===== src/rtl/lvds_ber_monitor.sv =====
`default_nettype none
// ============================================================================
//  Module      : lvds_ber_monitor
//  Description : Bit-error-rate monitor for the LVDS loopback link. Clears
//                the link counters, waits for the link pipeline to settle,
//                then runs back-to-back measurement windows of 2^WIN_LOG2
//                CLKF cycles. Each window reports saturating error and
//                received-word deltas plus a debounced LOCKED flag.
//  Options     : `define LVDS_BER_MAXWIN_EN adds MAX_WIN_ERR, the running
//                maximum of WIN_ERR since the last (re)start.
//  Revision    : 1.0 - initial release
// ============================================================================
module lvds_ber_monitor #(
    parameter int WIN_LOG2 = 16,
    parameter int ERR_TH   = 0,
    parameter int GOOD_WIN = 4
) (
    input  logic        RSTXF,
    input  logic        CLKF,
    input  logic        START,
    input  logic        STOP,
    input  logic [63:0] ERR_CNT,
    input  logic [57:0] RECV_CNT,
    output logic        CLR,
    output logic        BUSY,
    output logic        WIN_VALID,
    output logic [31:0] WIN_ERR,
    output logic [31:0] WIN_RECV,
    output logic        LOCKED
`ifdef LVDS_BER_MAXWIN_EN
    ,
    output logic [31:0] MAX_WIN_ERR
`endif
);

    // ------------------------------------------------------------------------
    // Constants
    // ------------------------------------------------------------------------
    localparam logic [3:0]          CLEAR_LAST  = 4'd3;   // 4 CLEAR cycles
    localparam logic [3:0]          SETTLE_LAST = 4'd15;  // 16 SETTLE cycles
    localparam logic [WIN_LOG2-1:0] WIN_LAST    = '1;     // 2^WIN_LOG2 - 1
    localparam logic [31:0]         ERR_TH_W    = ERR_TH[31:0];
    localparam logic [7:0]          GOOD_WIN_W  = GOOD_WIN[7:0];

    typedef enum logic [2:0] {
        S_IDLE    = 3'd0,
        S_CLEAR   = 3'd1,
        S_SETTLE  = 3'd2,
        S_MEASURE = 3'd3,
        S_SAMPLE  = 3'd4
    } state_t;

    // ------------------------------------------------------------------------
    // State and counters
    // ------------------------------------------------------------------------
    state_t              state_q, state_d;
    logic [3:0]          phase_cnt_q, phase_cnt_d;   // CLEAR / SETTLE timing
    logic [WIN_LOG2-1:0] win_cnt_q, win_cnt_d;       // MEASURE timing

    // Datapath registers
    logic [63:0] prev_err_q,  prev_err_d;
    logic [57:0] prev_recv_q, prev_recv_d;
    logic [63:0] d_err_q,     d_err_d;
    logic [57:0] d_recv_q,    d_recv_d;
    logic [31:0] win_err_q,   win_err_d;
    logic [31:0] win_recv_q,  win_recv_d;
    logic        win_valid_q, win_valid_d;
    logic [7:0]  good_cnt_q,  good_cnt_d;
    logic        locked_q,    locked_d;
    logic        clr_q,       clr_d;
    logic        busy_q,      busy_d;
`ifdef LVDS_BER_MAXWIN_EN
    logic [31:0] max_err_q,   max_err_d;
`endif

    // Control events
    logic        w_start;      // START not overridden by STOP: (re)enter CLEAR
    logic        w_snap_first; // last SETTLE cycle: take the first snapshot
    logic        w_compute;    // last MEASURE cycle: form the window deltas
    logic        w_sample;     // SAMPLE exit: publish results, reload snapshot
    logic [31:0] w_sat_err;
    logic [31:0] w_sat_recv;
    logic        w_good;

    assign w_start      = START & ~STOP;
    assign w_snap_first = (state_q == S_SETTLE)  && (state_d == S_MEASURE);
    assign w_compute    = (state_q == S_MEASURE) && (state_d == S_SAMPLE);
    assign w_sample     = (state_q == S_SAMPLE)  && (state_d == S_MEASURE);

    // Deltas are registered one cycle before publication, so the wide
    // subtractions and the saturation/compare logic sit in separate cycles.
    assign w_sat_err  = (d_err_q[63:32]  != 32'd0) ? 32'hFFFF_FFFF : d_err_q[31:0];
    assign w_sat_recv = (d_recv_q[57:32] != 26'd0) ? 32'hFFFF_FFFF : d_recv_q[31:0];
    assign w_good     = (w_sat_err <= ERR_TH_W) && (w_sat_recv != 32'd0);

    // ------------------------------------------------------------------------
    // FSM: state and phase counters
    // ------------------------------------------------------------------------

    // State register with asynchronous active-low reset
    always_ff @(posedge CLKF or negedge RSTXF) begin
        if (!RSTXF) begin
            state_q     <= S_IDLE;
            phase_cnt_q <= 4'd0;
            win_cnt_q   <= '0;
        end else begin
            state_q     <= state_d;
            phase_cnt_q <= phase_cnt_d;
            win_cnt_q   <= win_cnt_d;
        end
    end

    // Next-state logic; STOP beats START, and START restarts from any state
    always_comb begin
        state_d     = state_q;
        phase_cnt_d = phase_cnt_q;
        win_cnt_d   = win_cnt_q;
        if (STOP) begin
            state_d     = S_IDLE;
            phase_cnt_d = 4'd0;
            win_cnt_d   = '0;
        end else if (START) begin
            state_d     = S_CLEAR;
            phase_cnt_d = 4'd0;
            win_cnt_d   = '0;
        end else begin
            unique case (state_q)
                S_IDLE: begin
                    state_d = S_IDLE;
                end
                S_CLEAR: begin
                    if (phase_cnt_q == CLEAR_LAST) begin
                        state_d     = S_SETTLE;
                        phase_cnt_d = 4'd0;
                    end else begin
                        phase_cnt_d = phase_cnt_q + 4'd1;
                    end
                end
                S_SETTLE: begin
                    if (phase_cnt_q == SETTLE_LAST) begin
                        state_d     = S_MEASURE;
                        phase_cnt_d = 4'd0;
                        win_cnt_d   = '0;
                    end else begin
                        phase_cnt_d = phase_cnt_q + 4'd1;
                    end
                end
                S_MEASURE: begin
                    if (win_cnt_q == WIN_LAST) begin
                        state_d   = S_SAMPLE;
                        win_cnt_d = '0;
                    end else begin
                        win_cnt_d = win_cnt_q + 1'b1;
                    end
                end
                S_SAMPLE: begin
                    state_d   = S_MEASURE;
                    win_cnt_d = '0;
                end
                default: begin
                    state_d     = S_IDLE;
                    phase_cnt_d = 4'd0;
                    win_cnt_d   = '0;
                end
            endcase
        end
    end

    // ------------------------------------------------------------------------
    // Datapath
    // ------------------------------------------------------------------------

    // Snapshot, delta, result and lock next-state computation
    always_comb begin
        prev_err_d  = prev_err_q;
        prev_recv_d = prev_recv_q;
        d_err_d     = d_err_q;
        d_recv_d    = d_recv_q;
        win_err_d   = win_err_q;
        win_recv_d  = win_recv_q;
        good_cnt_d  = good_cnt_q;
        locked_d    = locked_q;
        win_valid_d = w_sample;
        clr_d       = (state_d == S_CLEAR);
        busy_d      = (state_d != S_IDLE);
`ifdef LVDS_BER_MAXWIN_EN
        max_err_d   = max_err_q;
`endif

        // The window spans exactly the MEASURE cycles: the snapshot is taken
        // entering MEASURE and the counters are read leaving it. Modular
        // subtraction absorbs any wrap of the cumulative link counters.
        if (w_snap_first || w_sample) begin
            prev_err_d  = ERR_CNT;
            prev_recv_d = RECV_CNT;
        end
        if (w_compute) begin
            d_err_d  = ERR_CNT  - prev_err_q;
            d_recv_d = RECV_CNT - prev_recv_q;
        end

        if (w_sample) begin
            win_err_d  = w_sat_err;
            win_recv_d = w_sat_recv;
            if (w_good) begin
                good_cnt_d = (good_cnt_q >= GOOD_WIN_W) ? GOOD_WIN_W
                                                        : good_cnt_q + 8'd1;
            end else begin
                good_cnt_d = 8'd0;
            end
            locked_d = (good_cnt_d == GOOD_WIN_W);
`ifdef LVDS_BER_MAXWIN_EN
            if (w_sat_err > max_err_q) begin
                max_err_d = w_sat_err;
            end
`endif
        end

        // A stop or a restart discards the lock history
        if (STOP || START) begin
            good_cnt_d = 8'd0;
            locked_d   = 1'b0;
        end
`ifdef LVDS_BER_MAXWIN_EN
        if (w_start) begin
            max_err_d = 32'd0;
        end
`endif
    end

    // Datapath registers with asynchronous active-low reset
    always_ff @(posedge CLKF or negedge RSTXF) begin
        if (!RSTXF) begin
            prev_err_q  <= 64'd0;
            prev_recv_q <= 58'd0;
            d_err_q     <= 64'd0;
            d_recv_q    <= 58'd0;
            win_err_q   <= 32'd0;
            win_recv_q  <= 32'd0;
            win_valid_q <= 1'b0;
            good_cnt_q  <= 8'd0;
            locked_q    <= 1'b0;
            clr_q       <= 1'b0;
            busy_q      <= 1'b0;
`ifdef LVDS_BER_MAXWIN_EN
            max_err_q   <= 32'd0;
`endif
        end else begin
            prev_err_q  <= prev_err_d;
            prev_recv_q <= prev_recv_d;
            d_err_q     <= d_err_d;
            d_recv_q    <= d_recv_d;
            win_err_q   <= win_err_d;
            win_recv_q  <= win_recv_d;
            win_valid_q <= win_valid_d;
            good_cnt_q  <= good_cnt_d;
            locked_q    <= locked_d;
            clr_q       <= clr_d;
            busy_q      <= busy_d;
`ifdef LVDS_BER_MAXWIN_EN
            max_err_q   <= max_err_d;
`endif
        end
    end

    // ------------------------------------------------------------------------
    // Outputs
    // ------------------------------------------------------------------------
    assign CLR       = clr_q;
    assign BUSY      = busy_q;
    assign WIN_VALID = win_valid_q;
    assign WIN_ERR   = win_err_q;
    assign WIN_RECV  = win_recv_q;
    assign LOCKED    = locked_q;
`ifdef LVDS_BER_MAXWIN_EN
    assign MAX_WIN_ERR = max_err_q;
`endif

endmodule
`default_nettype wire


===== config.mk =====
export PLATFORM = sky130hd
export DESIGN_NAME = lvds_ber_monitor
export DESIGN_NICKNAME = d
export VERILOG_FILES = /design/src/rtl/lvds_ber_monitor.sv
export SDC_FILE = /design/constraint.sdc
export NUM_CORES = 1
export LEC_CHECK = 0
export CAP_MARGIN = 10
export CORE_MARGIN = 2
export CORE_UTILIZATION = 45
export CTS_CLUSTER_DIAMETER = 30
export DETAILED_ROUTE_END_ITERATION = 10
export PLACE_DENSITY_LB_ADDON = 0.2
export SLEW_MARGIN = 0
export SYNTH_ARGS = -nofsm -noshare
export SYNTH_HDL_FRONTEND = slang
export SYNTH_SLANG_ARGS = --single-unit

===== constraint.sdc =====
create_clock -name CLKF -period 5.6 [get_ports CLKF]
set_input_delay 1.12 -clock CLKF [delete_from_list [all_inputs] [get_ports CLKF]]
set_output_delay 1.12 -clock CLKF [all_outputs]
set_load 0.01 [all_outputs]

Yosys cells after proc, flatten, opt, wreduce, memory -nomap -nowiden
Index checks and enable logic that the tools add are counted.
{ "op_classes": {"addsub": 5, "multipliers": 0, "div_mod_pow": 0, "order_cmp": 2, "eq_ne": 14, "n_shift": 0, "mux": 25, "n_bitwise": 0, "n_reduce_logical": 15} }
{ "op_table": {"columns": ["op", "count"], "rows": [
  ["2-to-1 mux 16 bit", 4],
  ["2-to-1 mux 32 bit", 2],
  ["nonzero test 32 bit", 2],
  ["subtractor 64 bit", 1],
  ["subtractor 58 bit", 1],
  ["case mux 16 bit (3 select lines)", 1],
  ["2-to-1 mux 8 bit", 5],
  ["less-or-equal comparator 32 x 1 -> 1 bit, second input constant", 1],
  ["nonzero test 26 bit", 1],
  ["adder 16 x 1 -> 16 bit, second input constant", 1],
  ["equality test 16 bit, second input constant", 1],
  ["2-to-1 mux 4 bit", 4],
  ["2-to-1 mux 3 bit", 5],
  ["case mux 3 bit (4 select lines)", 1],
  ["case mux 4 bit (3 select lines)", 1],
  ["equality test 3 x 2 -> 1 bit, second input constant", 3],
  ["adder 8 x 1 -> 8 bit, second input constant", 1],
  ["equality test 8 x 3 -> 1 bit, second input constant", 1],
  [">= comparator 8 x 3 -> 1 bit, second input constant", 1],
  ["equality test 3 x 1 -> 1 bit, second input constant", 2],
  ["equality test 3 bit, second input constant", 2],
  ["!= test 3 x 1 -> 1 bit, second input constant", 2],
  ["adder 4 x 1 -> 4 bit, second input constant", 1],
  ["equality test 4 x 2 -> 1 bit, second input constant", 1],
  ["11 further kinds", 16]
]} }
{ "totals": {"regBits": 343, "latchBits": 0, "ram_bits": 0, "romBits": 0, "in_bits": 126, "out_inout_bits": 68, "word_cells": 75, "n_memories": 0} }

Depth between registers and ports, before layout
Gate-level depths: netlist of the first run.
{ "logic_depth": {"depth_word": 11, "ltp_mapped": 14, "depth_no_buf": 13} }

Least setup slack after synthesis of the first run
Ideal clock, no wire load.
{ "synth_timing": {"path_type": "input to register", "from": "in RECV_CNT[0]", "to": "reg d_recv_q[50]", "setup_ns": 0.070, "arrival_time_ns": 3.680, "path_slack_ns": 1.850, "stages": 13, "cell_sequence": "inv_1 > ha_1 > fa_1 > nor2b_1 > o2111ai_1 > a31oi_1 > o21a_1 > a21oi_1 > o2111a_1 > nor3_4 > a31oi_2 > or4_1 > nand3_1"} }
{ "synth_via": {"elab_chain_len": 1} }
{ "synth_lines": {"columns": ["element", "line", "rtl"], "rows": [
  ["from (decl)", "23", "input logic [57:0] RECV_CNT,"],
  ["subtractor 58 bit", "199", "d_recv_d = RECV_CNT - prev_recv_q;"],
  ["to (signal assigned)", "252", "d_recv_q <= d_recv_d;"],
  ["to (decl)", "64", "logic [57:0] d_recv_q, d_recv_d;"]
]} }
Every way passes these cells.
A chain may end at the register's enable or synchronous reset.

Worst setup path in the final report of the first run
Same ends and word-level chain as after synthesis.

==> results of run 1 <==
state kept, by name, indices dropped and copies added (netlist names), 3 cells and up:
register / count
good_cnt_q: 8
prev_recv_q: 58
WIN_ERR: 32
prev_err_q: 64
phase_cnt_q: 4
WIN_RECV: 32
d_err_q: 64
d_recv_q: 58
win_cnt_q: 16
state_q: 3
metal layers:
layer / vias up / wire length [µm]
met4: 0 / 990
li1: 8602 / -
met1: 8496 / 26330
met3: 70 / 3095
met5: - / 0
met2: 437 / 24480
final cells by class:
| type | instances | area [µm²] | share of cell area (%) |
|---|---|---|---|
| sequential | 343 | 8583 | 32.64 |
| timing repair buffer | 205 | 2052 | 7.803 |
| inverter | 161 | 604.3 | 2.298 |
| multi-input combinational | 1717 | 11140 | 42.37 |
| tap | 600 | 750.7 | 2.855 |
| clock buffer | 112 | 2454 | 9.330 |
| clock inverter | 50 | 711.9 | 2.707 |
per-stage QoR:
step,std cells,util [%],hold WS (ns),worst slack (ns)
2_1_floorplan,2334,-,0.4414,1.850
3_3_place_gp,3026,50.75,0.4527,0.7726
3_5_place_dp,3026,50.75,0.4563,0.7095
4_1_cts,3188,57.70,0.4657,1.317
5_1_grt,3188,57.70,0.4823,1.015
6_report,3188,57.70,0.4628,1.266
cells in the final DEF (no fill, tap or decap), types with 6 or more instances in the layout:
cell type	Yosys	routed
o2111ai_1	7	7
nor3_1	27	27
inv_6	0	6
clkinvlp_4	0	9
and3_1	19	19
or3_1	11	11
inv_1	160	160
xor2_1	48	48
mux2_2	115	115
buf_4	4	10
clkbuf_1	88	9
clkdlybuf4s50_1	0	192
xnor2_1	66	66
ha_1	124	124
bufinv_16	0	15
and2_1	6	6
a211oi_1	7	7
nand4_1	41	41
a21o_1	75	75
nor2_1	99	99
clkbuf_16	0	89
dfrtp_1	343	343
nor2b_1	11	11
o21bai_1	27	27
o21ai_0	263	263
nor4_1	34	34
a21oi_1	145	145
nand2_1	376	376
clkinv_2	0	16
o21ai_1	8	8
a31oi_1	27	27
o21a_1	14	14
clkbuf_8	0	14
o31ai_1	10	10
o211ai_1	7	7
nand2b_1	15	15
nand3_1	35	34
kinds of logic (layout without fill, tap and decap cells):
| kind of cell | count (synthesis) | after routing | share of synthesized area, % |
|---|---|---|---|
| buf+inv | 274 | 528 | 5.583 |
| flops | 343 | 343 | 41.14 |
| compound gates | 649 | 649 | 18.81 |
| xor+xnor | 114 | 114 | 4.785 |
| simple gates | 705 | 705 | 15.44 |
| fa+ha+maj | 126 | 126 | 7.628 |
| mux | 123 | 123 | 6.620 |
how the worst min path moves through the flow:
stage                                to  slack, ns  cells after the start
2_1_floorplan  d_recv_q[40]$_DFFE_PN0P_       0.44                      2
3_5_place_dp   WIN_RECV[16]$_DFFE_PN0P_       0.46                      2
5_1_grt         WIN_ERR[20]$_DFFE_PN0P_       0.48                      2
6_report         WIN_ERR[9]$_DFFE_PN0P_       0.46                      2
3_3_place_gp   WIN_RECV[23]$_DFFE_PN0P_       0.45                      2
4_1_cts        WIN_RECV[16]$_DFFE_PN0P_       0.47                      2
power groups by stage:
stage / registers [W] / clock network (W) / logic [W]
floorplan: 0.00255 / 0 / 0.000454
global placement: 0.00255 / 0 / 0.000772
detailed placement: 0.00255 / 0 / 0.000775
CTS: 0.00251 / 0.00543 / 0.000780
global route: 0.00251 / 0.00558 / 0.000862
finish: 0.00251 / 0.00535 / 0.000781
worst reg2reg max path, stage by stage, from the launching register on:
cell and delay [ns]:
dfrtp_1 0.42, ha_1 0.28, nand4_2 0.18, nor3_2 0.26, and3_2 0.27, nand3_4 0.11
o21ai_1 0.20, a21oi_1 0.10, o21a_1 0.26, nand4b_1 0.12, buf_4 0.61, inv_2 0.59
o21ai_0 0.29, nand2_1 0.09
==> qor.yml, run 1 <==
start_util_pct: 45.78
rows: 78
cts_resized: 0
portBuffers: 193
max_stage_delay_ns: 0.54
overflow: 0
startpoint_type: "input port"
grt_max_degree: 138
syn_to_final_growth_pct: 26.04
swShare_pct: 23.74
antenna_found_initial: 0
r2r_cells: 13
crit_cells: 14
h-tree-depth: 3
clkPwrFrac_pct: 61.9
criticalPathCategory: "input port to flop"
drt-initial-drc-count: 1131
crit_arrival_ns: 4.88
worst_setup_path_end_kind: "flop"
clock_skew_ns: 0.02763
clock_latency_ns: 0.61
ys_ff_latch: 343
path_clk_slew_ns: 0.05
cts_setup_buffers: 0
drive_above_1_share_pct: 12.21
yosysMostFrequentCell: "nand2_1"
synth_area_leaders: "dfrtp_1 (41%), ha_1 (7.4%), nand2_1 (6.8%)"
fin_area_um2: 26300
combPwrFrac_pct: 9.0
p_int_w: 0.006588
avgSynthCellArea_um2: 8.940
crit_buf_inv: 2
synth_area_um2: 20870
crit_path_top_delay_cell: "clkdlybuf4s50_1"
regToRegSetupSlack_ns: 1.71
critPathMaxFanout: 5
synth_edf_count: 0
synth_flop_cell: "dfrtp_1"
r2r_start: "win_cnt_q[0]$_DFFE_PN0P_"
ys_warn_count: 0
synthArstFlopShare_pct: 100.0
p_sw_w: 0.002051
total_power_w: 0.008639
cts_max_path_buffers: 3
hpwl_mm: 40.05
synth_top_area_cell: "dfrtp_1"
detail-route-antenna-nets: 0
hold_buffers: 0
worstPathCellList: "clkdlybuf4s50_1, inv_1, ha_1, fa_1, nor2b_1, o2111ai_1, a31oi_1, o21a_1, a21oi_1, o2111a_1, nor3_4, a31oi_2, or4_1, nand3_1"
startpoint: "RECV_CNT[0]"
cts-root-buf: "clkbuf_16"
hold_start: "WIN_ERR[9]$_DFFE_PN0P_"
min_period_over_period_pct: 77.39
grtUsageMet3_pct: 4.310
grt_pass1_vias: 17220
ys_types: 88
clock-sinks: 343
n_fill_cell: 4063
synth_cells: 2334
cts_buffers: 88
busiest_layer: "met2"
slew_violations: 0
n_antenna_cell: 0
cpLargestDelayFamily: "compound AO/OA/AOI/OAI gates"
gr-usage-met1_pct: 32.79
drt_first_pass_iters: 5
grt_pass1_wl_mm: 89.73
wl_per_cell_um: 17.22
grt_use_met2_pct: 35.75
slew_headroom_pct: 41.93
vias: 17610
die_y_um: 219.3
top_level_ports: 194
setup_violations: 0
power_per_cell_area_nw_per_um2: 328.5
cap_violations: 0
synthesis.nets: 2586
routabilityCongestion: 0.9009
rsz0062_at_grt: "false"
synth_top_cells_by_count: "nand2_1 (376), dfrtp_1 (343), o21ai_0 (263), inv_1 (160), a21oi_1 (145)"
fin_tns_setup_ns: 0
yosysSeqAreaShare_pct: 41.14
synth_top_area_share_pct: 41.14
core-area_um2: 45580
fmax_mhz: 230.7
hold_class: "flop to flop"
wirelength_mm: 54.89
cp-endpoint: "d_recv_q[50]$_DFFE_PN0P_"
viasPerCell: 5.522
nNetsFinal: 2768
die_area_um2: 48110
hold_violations: 0
leakage_nw: 12.15
track_usage_pct: 23.10
period_minus_slack_ns: 4.334
cts_tree: "built"
post-route-drc-count: 0
seqPwrFrac_pct: 29.1
ir_drop_uv: 214.6
die_x_um: 219.3
regToRegEndpoint: "WIN_ERR[25]$_DFFE_PN0P_"
worstPathRequired_ns: 6.14
status: "finished, final reports clean"
place_area_um2: 23130
worstMarginPinSlew_ns: 0.8697
No activity file was read; power rests on OpenSTA's default activity.
==> inputs of run 2 (changes only) <==
==> constraint.sdc (replaced) <==
create_clock -name CLKF -period 4.35 [get_ports CLKF]
set_input_delay 0.87 -clock CLKF [delete_from_list [all_inputs] [get_ports CLKF]]
set_output_delay 0.87 -clock CLKF [all_outputs]
set_load 0.01 [all_outputs]
==> run 2 against run 1 <==
  * Setup slack got worse by 1.0 ns
  * Count of clock-buffer cells in the layout increased by 11
  * Register-to-register slack got worse by 0.92 ns
  * Power increased by 27%
  * Cell count increased by 1.2%
  * Via count increased by 1.1%
  * Hold slack got worse by 0.17 ns
  * Core utilization increased by 0.60 points
  * First-iteration DRC count decreased by 3.0%
  * Sequential share of layout area decreased by 0.34 points
  * Critical endpoint unchanged
  * Largest power group unchanged
  * Highest routed layer unchanged
==> qor.yml, run 2 (synthesis results as in run 1) <==
status: "finished, final reports clean"
cts_buffers: 89
final_cell_mix: "nand2_1 (376), dfrtp_1 (343), o21ai_0 (263)"
final_util_pct: 58.30
cts_max_path_buffers: 3
drt_first_pass_iters: 5
clock_latency_ns: 0.61
dp.cells: 3066
n_antenna_cell: 0
hold_buffers: 0
cts-root-buf: "clkbuf_16"
ir_drop_uv: 346.5
nNetsFinal: 2809
core-area_um2: 45580
swShare_pct: 23.35
layout_commonest_cell: "nand2_1"
p_int_w: 0.008413
rsz0062_at_grt: "false"
post-route-drc-count: 0
min_period_over_period_pct: 94.60
cap_violations: 0
wl_per_cell_um: 17.04
startpoint_type: "input port"
die_area_um2: 48110
top_level_ports: 194
vias: 17810
p_sw_w: 0.002563
hpwl_mm: 40.63
die_x_um: 219.3
syn_to_final_growth_pct: 27.36
combPwrFrac_pct: 9.3
grt_max_degree: 94
hold_violations: 0
worstPathRequired_ns: 4.89
n_fill_cell: 3961
viasPerCell: 5.518
cts_tree: "built"
wirelength_mm: 55.00
path_clk_slew_ns: 0.04
top_regs: "d_err_q x64, prev_err_q x64"
critPathMaxFanout: 4
grt_pass1_vias: 17660
detail-route-antenna-nets: 0
crit_arrival_ns: 4.65
period_minus_slack_ns: 4.115
regToRegSetupSlack_ns: 0.79
criticalPathCategory: "input port to flop"
worstMarginPinSlew_ns: 0.7765
grt_pass1_wl_mm: 91.14
drt-initial-drc-count: 1097
holdWs_ns: 0.2967
power_per_cell_area_nw_per_um2: 413.0
portBuffers: 193
die_y_um: 219.3
drive_above_1_share_pct: 13.29
cts_resized: 0
clock_skew_ns: 0.01530
h-tree-depth: 3
rows: 78
routabilityCongestion: 0.8905
clkPwrFrac_pct: 61.2
track_usage_pct: 23.45
slew_violations: 0
seqPwrFrac_pct: 29.5
worst_setup_path_end_kind: "flop"
fmax_mhz: 243.0
slew_headroom_pct: 48.04
hold_class: "input port to async pin"
total_power_w: 0.01098
overflow: 0
r2r_start: "prev_recv_q[0]$_DFFE_PN0P_"
antenna_found_initial: 0
start_util_pct: 45.78
regToRegEndpoint: "d_recv_q[50]$_DFFE_PN0P_"
clock-sinks: 343
cts_setup_buffers: 0
leakage_nw: 12.34
fin_cells: 3227
r2r_cells: 12
setup_violations: 0
-- run 2: cell types whose count changed in the layout (fill, tap and decap cells not counted), moves of 2 or more --
cell	before	now
clkbuf_8	14	18
clkinvlp_4	9	3
buf_4	10	47
clkbuf_1	9	15
bufinv_16	15	12
inv_6	6	4
buf_12	2	5
-- run 2: routing by layer --
layer	part of all wire [%]	vias up	track usage (%)
met2	45	490	35.96
met4	2.3	0	7.860
li1	-	8682	-
met5	0	-	0
met1	47	8533	33.52
met3	5.6	101	4.006
-- run 2: layout make-up --
class                      instances  area [µm²]  share of cell area, %
clock buffer                     123        2556                  9.620
tap                              600       750.7                  2.825
sequential                       343        8583                  32.30
inverter                         161       604.3                  2.274
multi-input combinational       1717       11140                  41.93
timing repair buffer             245        2390                  8.993
clock inverter                    38       546.8                  2.058
-- run 2: power groups by stage --
stage,Combinational (W),Sequential (W),Clock [W]
after floorplan,0.000584,0.00328,0
after global routing,0.00113,0.00323,0.00702
final,0.00103,0.00323,0.00672
after CTS,0.00102,0.00323,0.00683
after detailed placement,0.00102,0.00328,0
after global placement,0.00101,0.00328,0
-- run 2: stage by stage --
| stage | setup TNS (ns) | area (µm²) | setup slack, ns |
|---|---|---|---|
| floorplan | 0 | 20870 | 0.8499 |
| global placement | -0.5709 | 23470 | -0.2267 |
| global route | 0 | 26570 | 0.02798 |
| CTS | 0 | 26570 | 0.3303 |
| detailed placement | -1.092 | 23470 | -0.2962 |
| finish | 0 | 26570 | 0.2349 |
-- run 2: worst max path at each step --
stage	from	to	depth (start not counted)
6_report	RECV_CNT[0]	d_recv_q[50]$_DFFE_PN0P_	14
5_1_grt	RECV_CNT[0]	d_recv_q[54]$_DFFE_PN0P_	14
4_1_cts	RECV_CNT[0]	d_recv_q[50]$_DFFE_PN0P_	14
3_5_place_dp	RECV_CNT[0]	d_recv_q[54]$_DFFE_PN0P_	14
3_3_place_gp	RECV_CNT[0]	d_recv_q[54]$_DFFE_PN0P_	14
2_1_floorplan	RECV_CNT[0]	d_recv_q[50]$_DFFE_PN0P_	13
-- run 2: critical path: stages --
cell,delay (ns)
clkdlybuf4s50_1,0.57
inv_1,0.07
ha_1,0.23
fa_1,0.41
nor2b_1,0.24
o2111ai_1,0.21
a31oi_1,0.37
o21a_1,0.21
a21oi_1,0.14
o2111a_1,0.30
nor3_4,0.27
a31oi_2,0.16
or4_1,0.50
nand3_1,0.10
==> inputs of run 3 (changes only) <==
--- a/config.mk
+++ b/config.mk
@@ -11,6 +11,7 @@
 export CTS_CLUSTER_DIAMETER = 30
 export DETAILED_ROUTE_END_ITERATION = 10
 export PLACE_DENSITY_LB_ADDON = 0.2
+export SKIP_CTS_REPAIR_TIMING = 1
 export SLEW_MARGIN = 0
 export SYNTH_ARGS = -nofsm -noshare
 export SYNTH_HDL_FRONTEND = slang
==> results of run 3 <==
Same layout as run 2: the final DEF is identical, and so are final timing and power.
